**src/rtl/subtractor4_serial_pkg.sv**
```systemverilog
// Shared definitions for the bit-serial subtractor: FSM state encoding and default width.
package sub_pkg;

  localparam int SUB_WIDTH_DEF = 4;

  typedef enum logic [1:0] {
    S_IDLE = 2'd0,
    S_RUN  = 2'd1,
    S_DONE = 2'd2
  } state_e;

endpackage

```
**src/rtl/subtractor4_serial_if.sv**
```systemverilog
// Operand/result handshake bundle for subtractor4_serial; master drives operands, slave is the subtractor.
interface subtractor4_serial_if import sub_pkg::*; #(
  parameter int WIDTH = SUB_WIDTH_DEF
) ();

  logic             in_valid;
  logic             in_ready;
  logic [WIDTH-1:0] a;
  logic [WIDTH-1:0] b;
  logic             bin;
  logic             out_valid;
  logic             out_ready;
  logic [WIDTH-1:0] diff;
  logic             borrow_out;
  logic             busy;

  modport master (
    output in_valid, a, b, bin, out_ready,
    input  in_ready, out_valid, diff, borrow_out, busy
  );

  modport slave (
    input  in_valid, a, b, bin, out_ready,
    output in_ready, out_valid, diff, borrow_out, busy
  );

endinterface

```
**src/rtl/subtractor4_serial_full_subtractor_1bit.sv**
```systemverilog
// Combinational one-bit full subtractor: diff = a ^ b ^ bin, borrow out when a < b + bin.
module full_subtractor_1bit (
  input  logic a_i,
  input  logic b_i,
  input  logic bin_i,
  output logic diff_o,
  output logic bout_o
);

  assign diff_o = a_i ^ b_i ^ bin_i;
  assign bout_o = (~a_i & b_i) | (~(a_i ^ b_i) & bin_i);

endmodule

```
**src/rtl/subtractor4_serial.sv**
```systemverilog
// Bit-serial ripple-borrow subtractor (a - b - bin, LSB first, one bit per clock) behind valid/ready.
// Build option: define SUB_CLAMP_EN to saturate diff to zero whenever the final borrow is set.
module subtractor4_serial import sub_pkg::*; #(
  parameter int WIDTH = SUB_WIDTH_DEF
) (
  input  logic                 clk,
  input  logic                 reset,
  subtractor4_serial_if.slave  io
);

  localparam int CNT_W = $clog2(WIDTH) + 1;
  localparam logic [CNT_W-1:0] LAST_BIT = CNT_W'(WIDTH - 1);

`ifdef SUB_CLAMP_EN
  localparam bit CLAMP_EN = 1'b1;
`else
  localparam bit CLAMP_EN = 1'b0;
`endif

  state_e           state_q;
  logic [WIDTH-1:0] a_q;
  logic [WIDTH-1:0] b_q;
  logic [WIDTH-1:0] acc_q;
  logic [WIDTH-1:0] diff_q;
  logic [CNT_W-1:0] cnt_q;
  logic             br_q;
  logic             borrow_q;
  logic             in_ready_q;
  logic             out_valid_q;
  logic             busy_q;

  logic             bit_d;
  logic             br_d;
  logic [WIDTH-1:0] acc_d;

  // Unsigned saturation: an underflowed result collapses to zero when clamping is built in.
  function automatic logic [WIDTH-1:0] sat_result(input logic [WIDTH-1:0] raw,
                                                  input logic             borrow);
    return (CLAMP_EN && borrow) ? '0 : raw;
  endfunction

  full_subtractor_1bit u_fsub (
    .a_i    (a_q[0]),
    .b_i    (b_q[0]),
    .bin_i  (br_q),
    .diff_o (bit_d),
    .bout_o (br_d)
  );

  // Each new difference bit enters at the MSB so the LSB lands in bit 0 after WIDTH shifts.
  assign acc_d = {bit_d, acc_q[WIDTH-1:1]};

  always_ff @(posedge clk) begin
    if (reset) begin
      state_q     <= S_IDLE;
      in_ready_q  <= 1'b1;
      out_valid_q <= 1'b0;
      busy_q      <= 1'b0;
      diff_q      <= '0;
      borrow_q    <= 1'b0;
      cnt_q       <= '0;
    end else begin
      case (state_q)
        S_IDLE: begin
          if (io.in_valid && in_ready_q) begin
            a_q        <= io.a;
            b_q        <= io.b;
            br_q       <= io.bin;
            cnt_q      <= '0;
            in_ready_q <= 1'b0;
            busy_q     <= 1'b1;
            state_q    <= S_RUN;
          end
        end
        S_RUN: begin
          a_q   <= a_q >> 1;
          b_q   <= b_q >> 1;
          br_q  <= br_d;
          acc_q <= acc_d;
          cnt_q <= cnt_q + 1'b1;
          if (cnt_q == LAST_BIT) begin
            diff_q      <= sat_result(acc_d, br_d);
            borrow_q    <= br_d;
            out_valid_q <= 1'b1;
            state_q     <= S_DONE;
          end
        end
        S_DONE: begin
          // Result registers are untouched here, so they stay stable under backpressure.
          if (io.out_ready) begin
            out_valid_q <= 1'b0;
            in_ready_q  <= 1'b1;
            busy_q      <= 1'b0;
            state_q     <= S_IDLE;
          end
        end
        default: begin
          state_q     <= S_IDLE;
          in_ready_q  <= 1'b1;
          out_valid_q <= 1'b0;
          busy_q      <= 1'b0;
        end
      endcase
    end
  end

  assign io.in_ready   = in_ready_q;
  assign io.out_valid  = out_valid_q;
  assign io.diff       = diff_q;
  assign io.borrow_out = borrow_q;
  assign io.busy       = busy_q;

endmodule

```
**src/flat_wrapper.sv**
```systemverilog
// flat-port wrapper written by rule: the top's interface ports become plain ports
module subtractor4_serial_flat import sub_pkg::*;
#(
  parameter int WIDTH = SUB_WIDTH_DEF
)
  (clk, reset, io_in_valid, io_a, io_b, io_bin, io_out_ready, io_in_ready, io_out_valid, io_diff, io_borrow_out, io_busy);
  subtractor4_serial_if #(.WIDTH(WIDTH)) io_i ();
  input  logic clk;
  input  logic reset;
  input wire logic [$bits(io_i.in_valid)-1:0] io_in_valid;
  input wire logic [$bits(io_i.a)-1:0] io_a;
  input wire logic [$bits(io_i.b)-1:0] io_b;
  input wire logic [$bits(io_i.bin)-1:0] io_bin;
  input wire logic [$bits(io_i.out_ready)-1:0] io_out_ready;
  output wire logic [$bits(io_i.in_ready)-1:0] io_in_ready;
  output wire logic [$bits(io_i.out_valid)-1:0] io_out_valid;
  output wire logic [$bits(io_i.diff)-1:0] io_diff;
  output wire logic [$bits(io_i.borrow_out)-1:0] io_borrow_out;
  output wire logic [$bits(io_i.busy)-1:0] io_busy;
  assign io_i.in_valid = io_in_valid;
  assign io_i.a = io_a;
  assign io_i.b = io_b;
  assign io_i.bin = io_bin;
  assign io_i.out_ready = io_out_ready;
  assign io_in_ready = io_i.in_ready;
  assign io_out_valid = io_i.out_valid;
  assign io_diff = io_i.diff;
  assign io_borrow_out = io_i.borrow_out;
  assign io_busy = io_i.busy;
  subtractor4_serial #(.WIDTH(WIDTH)) u_core (.clk(clk), .reset(reset), .io(io_i));
endmodule
```
**config.mk**
```make
export PLATFORM = sky130hd
export DESIGN_NAME = subtractor4_serial_flat
export DESIGN_NICKNAME = d
export VERILOG_FILES = /design/src/rtl/subtractor4_serial_pkg.sv /design/src/rtl/subtractor4_serial_if.sv /design/src/rtl/subtractor4_serial_full_subtractor_1bit.sv /design/src/rtl/subtractor4_serial.sv /design/src/flat_wrapper.sv
export SDC_FILE = /design/constraint.sdc
export NUM_CORES = 1
export LEC_CHECK = 0
export ABC_AREA = 1
export BUFFER_PORTS_ARGS = -buffer_cell sky130_fd_sc_hd__buf_2
export CORE_AREA = 2 2 52 54
export CTS_BUF_LIST = sky130_fd_sc_hd__clkbuf_8
export DETAILED_ROUTE_END_ITERATION = 10
export DIE_AREA = 0 0 54 56
export HOLD_SLACK_MARGIN = 0.03
export PLACE_DENSITY = 0.64
export REMOVE_ABC_BUFFERS = 1
export SLEW_MARGIN = 20
export SYNTH_ARGS = -nofsm -noshare
export SYNTH_HDL_FRONTEND = slang
export SYNTH_SLANG_ARGS = --single-unit
```
**constraint.sdc**
```tcl
create_clock -name clk -period 4.29 [get_ports clk]
set_clock_uncertainty 0.2 [all_clocks]
set_input_delay 0.6435 -clock clk [delete_from_list [all_inputs] [get_ports clk]]
set_output_delay 0.6435 -clock clk [all_outputs]
set_load 0.05 [all_outputs]
```
Word level (Yosys, flattened, before mapping). Index checks and enable logic that the tools add are counted.

Bits in registers: 26. Input bits: 13. Output and inout port bits: 8. Logic and storage cells: 58.

Add/subtract/negate cells: 1. Eq/ne operators: 6. Multiplexer cells: 20. Bitwise gates (word level): 10. Reduce and logical (&&, ||, !) cells: 10.

Operators with widths (count): case mux 4 bit (2 select lines) (2); AND reduction 3 bit (4); case mux 1 bit (3 select lines) (3); two-way mux 4 bit (2); two-way mux 1 bit (6); two-way mux 2 bit (3); case mux 2 bit (3 select lines) (1); case mux 3 bit (2 select lines) (1); AND reduction 2 bit (3); NOT 1 bit (5); != test 2 x 1 -> 1 bit (second input constant) (2); adder 3 x 1 -> 3 bit (second input constant) (1); equality test 3 x 2 -> 1 bit (second input constant) (1); two-way mux 3 bit (1); bitwise AND 1 bit (2); equality test 2 x 1 -> 1 bit (second input constant) (1); equality test 2 bit (second input constant) (1); logical NOT 2 bit (1); != test 2 bit (second input constant) (1); case mux 1 bit (2 select lines) (1); nonzero test 2 bit (1); XOR 1 bit (2); logical AND 1 bit (1); bitwise OR 1 bit (1).

Logic depth before layout (Yosys ltp).
Depth in word-level cells: 5. Gate-level depth with buffers: 8. Gate-level depth less buffers: 8.

Cells and area by module. From an unflattened synthesis, not the netlist that was laid out.

Cells, all modules: 110. Area total of the unflattened synthesis: 1047.3 µm².

By module, submodules not included: subtractor4_serial (instances 1, cells an instance 106, area an instance 1016.0 µm², sequential area each 620.6 µm²); full_subtractor_1bit (instances 1, cells an instance 4, area an instance 31.3 µm², sequential area each 0.0 µm²).

Worst setup path before layout. OpenSTA, ideal clock, no wires.

Kind: reg-to-reg. From: register u_core.in_ready_q, in the netlist u_core.io.in_ready. To: register u_core.a_q[0], enable pin. Library setup time: 0.374 ns. Data arrival time: 1.347 ns. Required time: 3.716 ns. Slack: 2.369 ns. Stages on the path, launching flop included: 5. Path buffers: 0. Clock period less this slack: 1.921 ns. Path through: dfxtp_1 nand2_1 nand2_2 nand2_2 nor2_1.

Cells in the longest elaborated chain, start to end: 3.

Ends and longest elaborated chain: start, declared (line subtractor4_serial.sv:28) `logic in_ready_q;`; start signal, assigned (line subtractor4_serial.sv:56) `in_ready_q <= 1'b1;`; start signal, assigned (line subtractor4_serial.sv:70) `in_ready_q <= 1'b0;`; start signal, assigned (line subtractor4_serial.sv:92) `in_ready_q <= 1'b1;`; logical AND 1 bit (line subtractor4_serial.sv:65) `if (io.in_valid && in_ready_q) begin`; != test 2 x 1 -> 1 bit (no line); AND reduction 3 bit (no line); end signal, assigned (line subtractor4_serial.sv:66) `a_q <= io.a;`; end signal, assigned (line subtractor4_serial.sv:76) `a_q <= a_q >> 1;`; end, declared (line subtractor4_serial.sv:21) `logic [WIDTH-1:0] a_q;`.

No other way between the ends. A chain may end at the register's enable or synchronous reset.

Final worst setup path.
From: input port io_in_valid. To: register u_core.b_q[1], enable pin.

Cells in the longest elaborated chain, start to end: 3.

Ends and longest elaborated chain: start, declared (line flat_wrapper.sv:10) `input wire logic [$bits(io_i.in_valid)-1:0] io_in_valid;`; logical AND 1 bit (line subtractor4_serial.sv:65); != test 2 x 1 -> 1 bit (no line); AND reduction 3 bit (no line); end signal, assigned (line subtractor4_serial.sv:67) `b_q <= io.b;`; end signal, assigned (line subtractor4_serial.sv:77) `b_q <= b_q >> 1;`; end, declared (line subtractor4_serial.sv:22) `logic [WIDTH-1:0] b_q;`.

No other way between the ends.

==> results.cfg <==
[yosys]
syn_inst = 110
avgSynthCellArea_um2 = 9.71
synth_area_leaders = edfxtp_1 34%, dfxtp_1 24%, nand2_1 12%
netlist.area_leader.share = 0.337
synthesis.yosys.warnings = 0
yosysSeqAreaShare = 0.581
ys_seq_elements = 25
synth.cell_area_um2 = 1070
yosysTopAreaCell = edfxtp_1
ys_types = 23

[timing]
worst_pin_slew_ns = 0.700
tns_ns = 0
rsz0062_at_grt = no
fmax_ghz = 0.562
final_max_slew_viol_count = 0
relSlewSlack = 0.532
hold_viol = 0
setup_viol = 0
hold_ws_ns = 0.240
fin_crit_sh = 0.415
fin_crit_ns = 1.78

[die]
coreArea_um2 = 2430
dieArea_um2 = 3020
die_w_um = 54
initial_core_util = 0.439
rows = 18
io_pins = 21
die_h_um = 56

[cells_and_area]
drive_gt1_frac = 0.260
nFillCells = 251
layout.nets = 148
final_cells = 161
design_area_um2 = 1210
areaGrowthSynthToFinish_pct = 13.7
multi_input_area_um2 = 358
final_cell_mix = 34 x nand2_1, 20 x buf_2, 13 x dfxtp_1
seqCellArea_um2 = 621
antennaDiodeCount = 0
final_common_cell = nand2_1

[routing]
drc = 0
dr.pass1.iters = 4
dr.first_iter.drc_count = 12
postRouteAntennaNets = 0
vias = 725
vias_per_cell = 4.50
wl_per_cell_um = 9.83
routed_wl_mm = 1.58

[power_and_ir_drop]
p_per_area_nw_per_um2 = 405
max-vdd-ir-drop_mv = 0.220
power.total_uw = 492
p_leak_uw = 0.000562

[global_routing]
grt_pass1_wl_mm = 2.77
grt-ovfl-total = 0
antenna_found_initial = 0
grt_max_degree = 15
grt_pass1_vias = 667
grtUsageTotal = 0.124

[clocking]
cts_buffers = 3
h-tree-depth = 1
tritoncts = yes
cts_setup_buffers = 0
clk_path_buf_depth = 2
clkTransAtPathRegs_ns = 0.08
postCtsResizedCells = 0
clkSinkCount = 25
hold_buffers = 0
cts-root-buf = clkbuf_8
clock_latency_ns = 0.26

[run]
cap_violations = 0

[setup_path]
startpoint_type = input pin
arrival_ns = 1.48
crit_path_max_fanout = 9
path_class = in2reg
cp-end-kind = flop
crit_required_ns = 3.99
r2r_slack_ns = 2.53

[place]
place.port_buffers = 20
place_area_um2 = 1170
dpl.hpwl_mm = 1.15
gp_congestion = 0.690
placed_cells = 157

[min_path]
hold_class = reg2reg

[outcome]
status = finished, final reports clean
==> cell usage after synthesis (all sizes together) <==
| master | n |
|---|---|
| nand2 | 39 |
| dfxtp | 13 |
| inv | 13 |
| edfxtp | 12 |
| a21oi | 8 |
| nand3 | 8 |
| nor2 | 5 |
| o21ai | 4 |
| buf | 3 |
| ha | 2 |
| fa | 1 |
| nand3b | 1 |
| or2 | 1 |
==> through the flow <==
stage          worst slack [ns]  utilization
6_report                   2.51        0.499
5_1_grt                    2.38        0.499
4_1_cts                    2.48        0.499
3_5_place_dp               2.19        0.481
3_3_place_gp               2.21        0.481
2_1_floorplan              2.37            -
==> critical path, cell delays in order <==
cell and delay [ns]:
buf_2 0.07, nand2_1 0.05, nand2_2 0.09, nand2_2 0.08, nor2_1 0.54
==> worst paths after layout <==
kind / start / depth (start not counted) / to
worst max-delay path: io_in_valid / 5 / u_core.b_q[1]
worst min-delay path: u_core.io.out_valid / 2 / u_core.io.out_valid
worst max register to register: u_core.state_q[0] / 4 / u_core.b_q[1]
worst min register to register: u_core.io.out_valid / 2 / u_core.io.out_valid
==> layout make-up <==
type | count | share of cell area
clock buffer | 3 | 0.0340
clock inverter | 1 | 0.00309
inverter | 13 | 0.0443
multi-input combinational | 69 | 0.295
sequential | 25 | 0.511
tap | 30 | 0.0309
timing repair buffer | 20 | 0.0824
==> sequential cells by signal, summed over array words and instances (netlist names) <==
register and count:
u_core.a_q 4, u_core.state_q 2, u_core.acc_q 3, u_core.io.busy 1, u_core.br_q 1, u_core.io.in_ready 1, u_core.b_q 4, u_core.cnt_q 3
u_core.io.out_valid 1, u_core.io.diff 4, u_core.io.borrow_out 1
==> per-layer routing <==
layer	vias up	routed length (um)	GRT usage
li1	393	-	-
met1	314	777	0.160
met2	16	713	0.192
met3	2	81	0.0323
met4	0	11	0.0536
met5	-	0	0
==> cell families after synthesis <==
family | synth area share
AND/OR/NAND/NOR | 0.233
flip-flops | 0.581
buffers and inverters | 0.0843
AO/OA/AOI/OAI | 0.0597
adder cells (fa/ha/maj) | 0.0422
==> where the power goes <==
part / total, uW / switching [uW] / internal [uW] / leakage [uW]
Clock: 134 / 70.2 / 63.9 / 0.0000269
Sequential: 281 / 7.76 / 273 / 0.000219
Combinational: 76.6 / 52.3 / 24.2 / 0.000316
Note: power is estimated with default switching activity, not from simulation.
